--- config.mk ---
export PLATFORM = sky130hd
export DESIGN_NAME = if_stage
export DESIGN_NICKNAME = d
export VERILOG_FILES = /design/src/rtl/if_stage.sv
export SDC_FILE = /design/constraint.sdc
export NUM_CORES = 1
export LEC_CHECK = 0
export BUFFER_PORTS_ARGS = -buffer_cell sky130_fd_sc_hd__buf_2
export CORE_ASPECT_RATIO = 1.1
export CORE_MARGIN = 8
export CORE_UTILIZATION = 53
export CTS_CLUSTER_SIZE = 25
export DETAILED_ROUTE_END_ITERATION = 12
export MAX_ROUTING_LAYER = met4
export PLACE_DENSITY_LB_ADDON = 0.3
export SYNTH_ARGS = -nofsm -noshare
export SYNTH_HDL_FRONTEND = slang
export SYNTH_SLANG_ARGS = --single-unit
--- constraint.sdc ---
create_clock -name clk -period 5.2 [get_ports clk]
set_input_delay 0.78 -clock clk [delete_from_list [all_inputs] [get_ports clk]]
set_output_delay 0.78 -clock clk [all_outputs]
set_load 0.05 [all_outputs]
--- src/rtl/if_stage.sv ---
// Instruction fetch stage.
// Pairs each pre-IF pc/valid with the inst_sram word returned one cycle after
// the address was issued, queues {pc, inst, adef} and hands the head to ID
// through a valid/allowin handshake. Wrong-path words are dropped on any flush.
//
// Ports:
//   clk, reset            clock; asynchronous active-low reset
//   pfs_valid/pc/excp_adef   pre-IF pc register and its misalignment flag
//   inst_sram_rdata       read data for pfs_pc (1-cycle SRAM latency)
//   br_taken_cancel, excp_flush, ertn_flush   redirects (any one flushes)
//   ds_allowin            ID accepts the head entry this cycle
//   stall                 to pre-IF: hold pc and re-issue the same address
//   fs_to_ds_valid, fs_pc, fs_inst, fs_excp_adef   head entry to ID
module if_stage #(
   parameter int unsigned DEPTH      = 2,
   parameter logic [31:0] RESET_INST = 32'h0
) (
   input  logic        clk,
   input  logic        reset,
   input  logic        pfs_valid,
   input  logic [31:0] pfs_pc,
   input  logic        pfs_excp_adef,
   input  logic [31:0] inst_sram_rdata,
   input  logic        br_taken_cancel,
   input  logic        excp_flush,
   input  logic        ertn_flush,
   input  logic        ds_allowin,
   output logic        stall,
   output logic        fs_to_ds_valid,
   output logic [31:0] fs_pc,
   output logic [31:0] fs_inst,
   output logic        fs_excp_adef
);

   localparam int unsigned PTR_W = (DEPTH > 1) ? $clog2(DEPTH) : 1;
   localparam int unsigned CNT_W = $clog2(DEPTH + 1);

   logic [PTR_W-1:0] rd_ptr;
   logic [PTR_W-1:0] wr_ptr;
   logic [CNT_W-1:0] count;
   logic             adef_block;

   logic [31:0]      pc_mem   [DEPTH];
   logic [31:0]      inst_mem [DEPTH];
   logic [DEPTH-1:0] adef_mem;

   logic flush;
   logic push;
   logic pop;

   function automatic logic [PTR_W-1:0] ptr_inc(input logic [PTR_W-1:0] p);
      return (p == PTR_W'(DEPTH - 1)) ? '0 : p + PTR_W'(1);
   endfunction

   // Handshake terms; stall comes from count only so it has no path from ID or flush.
   assign flush = br_taken_cancel | excp_flush | ertn_flush;
   assign stall = (count == CNT_W'(DEPTH));
   assign push  = pfs_valid & ~stall & ~adef_block & ~flush;
   assign pop   = fs_to_ds_valid & ds_allowin & ~flush;

   // Queue control: pointers, occupancy and the post-ADEF fetch block.
   always_ff @(posedge clk or negedge reset) begin
      if (!reset) begin
         rd_ptr     <= '0;
         wr_ptr     <= '0;
         count      <= '0;
         adef_block <= 1'b0;
      end else if (flush) begin
         rd_ptr     <= '0;
         wr_ptr     <= '0;
         count      <= '0;
         adef_block <= 1'b0;
      end else begin
         if (push) begin
            wr_ptr <= ptr_inc(wr_ptr);
         end
         if (pop) begin
            rd_ptr <= ptr_inc(rd_ptr);
         end
         case ({push, pop})
            2'b10:   count <= count + CNT_W'(1);
            2'b01:   count <= count - CNT_W'(1);
            default: count <= count;
         endcase
         if (push && pfs_excp_adef) begin
            adef_block <= 1'b1;
         end
      end
   end

   // Entry storage; a faulting pc never carries fetched data.
   always_ff @(posedge clk) begin
      if (push) begin
         pc_mem[wr_ptr]   <= pfs_pc;
         inst_mem[wr_ptr] <= pfs_excp_adef ? RESET_INST : inst_sram_rdata;
         adef_mem[wr_ptr] <= pfs_excp_adef;
      end
   end

   // Head read; masked to reset values while empty.
   assign fs_to_ds_valid = (count != '0);
   assign fs_pc          = fs_to_ds_valid ? pc_mem[rd_ptr]   : 32'h0;
   assign fs_inst        = fs_to_ds_valid ? inst_mem[rd_ptr] : RESET_INST;
   assign fs_excp_adef   = fs_to_ds_valid & adef_mem[rd_ptr];

endmodule
==> impl_metrics.yaml <==
outcome:
  outcome: "complete, no violations"
timing:
  tightestPinTransition_ns: 1.14
  hold_violations: 0
  setup_tns_ns: 0
  setup_viol: 0
  fmax_mhz: 316
  period_needed_ns: 3.17
  drv_slew: 0
  fin_worst_skew_ns: 0.00567
  rsz0062_at_grt: "no"
  fin_hold_ws_ns: 0.0737
  slew-limit-headroom_pct: 23.9
  timing.final.crit_share_pct: 60.9
synthesis:
  synth_top_family_by_area: "multiplexers"
  postSynthAreaPerCell_um2: 15.7
  synth_xor_xnor_area_share_pct: 0.163
  ys_async_sr_fraction_pct: 3.70
  synth_edf_count: 130
  ys.flop_type: "edfxtp_1"
  synth_nets: 414
  synthCells: 342
  synth_compound_area_share_pct: 0.884
  ys_warn_count: 0
  synthAdderAreaFrac_pct: 0
  synth-simple-area-share_pct: 9.72
  ys_seq_area_share_pct: 74.9
  synth.mux.area_fraction_pct: 12.5
  ys_ff_latch: 135
  netlist_area_mm2: 0.00538
  synth_cell_type_count: 23
layout:
  final_common_cell: "buf_2"
  stdcell_area_mm2: 0.00671
  layout_common_cells: "buf_2 (138), edfxtp_1 (130), mux2i_1 (67), nor2_1 (67), nor2b_1 (33)"
  fillers: 711
  drive_gt1_share_pct: 34.9
  syn2layout_area_growth_pct: 24.8
  diodes: 0
  final_cells: 616
  fin_nets: 555
detailed_routing:
  drc: 0
  drtPass1Iterations: 4
  routedWlPerCell_um: 17.1
  via_per_inst: 5.13
  ant_nets: 0
  drt_iter0_markers: 200
  drt_wl_total_um: 10500
  vias: 3162
pwr:
  p_sw_share_pct: 19.9
  p_comb_share_pct: 4.5
  p_leak_nw: 2.52
  power_frac_seq_pct: 50.5
  p_sw_uw: 476
  power_density_mw_per_mm2: 356
  power.internal_mw: 1.92
  clockPowerShare_pct: 45.0
  vdd_drop_max_uv: 211
setup_path:
  worstSetupPathType: "register to output pin"
  cp_max_fo: 66
  r2r-end: "inst_mem[1][15]"
  critPathCaptureType: "output pin"
  worstPathRequired_ns: 4.42
  cp.depth: 3
  reg2reg_slack_ns: 2.89
  cpMaxStageDelayCell: "dfrtp_4"
  r2r-start: "count[1]"
  crit_buf_inv: 1
  setup.worst_path.start_class: "register"
  r2r_cells: 4
  crit_chain: "mux2i_1 > nor2_1 > buf_2"
  cp.arrival_ns: 2.39
  critPathTopFamily: "flip-flops"
  critPathMaxStageDelay_ns: 1.19
cts:
  clk_latency_ns: 0.52
  cts-htree-levels: 4
  cts_hold_buf: 0
  cts_tree: "built"
  cts_setup_buffers: 0
  cts_inserted_buffers: 17
  clk_pin_slew_ns: 0.06
  max-clock-path-buffers: 2
  cts_resized: 0
  cts_sinks: 135
  cts-root-buf: "clkbuf_8"
floorplan:
  core_mm2: 0.00989
  start_util_pct: 54.4
  rows: 38
  pin_count: 139
  die_height_um: 122
  die_w_um: 112
  die-area_mm2: 0.0136
placement:
  port_buffers: 138
  placed_cells: 584
  place.gp.congestion: 0.730
  post-dp-hpwl_um: 6850
  place_area_mm2: 0.00618
global_route:
  grt_pass1_wl_um: 16600
  grt_usage_pct: 16.4
  grt_max_degree: 67
  antenna_found_initial: 0
  grt_remaining_overflow: 0
  grt_pass1_vias: 3382
min_path:
  hold_class: "input pin to async pin"
job:
  max-cap-violations: 0
-- through the flow --
step | worst slack, ns | total power, mW | util, %
floorplan | 0.474 | 1.29 | -
global placement | 2.36 | 1.34 | 62.4
detailed placement | 2.32 | 1.34 | 62.4
CTS | 1.98 | 2.41 | 67.9
global route | 1.87 | 2.46 | 67.9
finish | 2.03 | 2.39 | 67.9
-- synth_stat cells (all sizes together) (2+ instances only) --
master	instances	share of area, %
clkbuf	7	0.51
o21ai	3	0.28
edfxtp	130	73
inv	2	0.14
dfrtp	5	2.3
nor2b	33	3.8
buf	12	1.2
nor2	70	4.9
or3	3	0.54
a21oi	2	0.19
mux2i	67	12
-- per-layer routing --
layer	global-route usage (%)	wire, µm	up-vias
met4	7.26	134	0
met2	26.1	5240	120
li1	-	-	1525
met5	-	0	-
met3	6.29	716	13
met1	18.3	4420	1504
-- final cells by class --
type	instances	area [µm²]	share of cell area, %
clock buffers	21	429	6.39
clock inverters	11	108	1.60
inverters	2	7.51	0.112
multi-input cells	186	1270	19.0
flip-flops and latches	135	4030	60.1
well taps	120	150	2.24
repair buffers	141	713	10.6
-- registers in the layout (all words and copies together) (netlist names) --
| register | cells |
|---|---|
| adef_block | 1 |
| adef_mem | 2 |
| count | 2 |
| inst_mem | 64 |
| pc_mem | 64 |
| rd_ptr | 1 |
| wr_ptr | 1 |
-- cells by family (layout without fill, tap and decap cells) --
family	Yosys count	after routing
AOI/OAI and AO/OA	8	8
xor gates and xnor gates	1	1
buffers and inverters	21	175
DFF	135	135
muxes	67	67
and+or+nand+nor	110	110
-- power by group through the flow --
stage	combinational (mW)	clock, mW	sequential [mW]
2_1_floorplan	0.0606	0	1.23
3_3_place_gp	0.105	0	1.23
3_5_place_dp	0.109	0	1.23
4_1_cts	0.109	1.09	1.21
5_1_grt	0.118	1.14	1.21
6_report	0.107	1.07	1.21
-- how the worst max path moves through the flow --
stage / slack (ns) / end / startpoint
2_1_floorplan: 0.47 / adef_mem[0] / excp_flush
3_3_place_gp: 2.36 / inst_mem[1][29] / excp_flush
3_5_place_dp: 2.32 / inst_mem[1][26] / excp_flush
4_1_cts: 1.98 / fs_inst[25] / rd_ptr
5_1_grt: 1.87 / fs_pc[11] / rd_ptr
6_report: 2.03 / fs_inst[4] / rd_ptr
(Power assumes the default switching activity.)
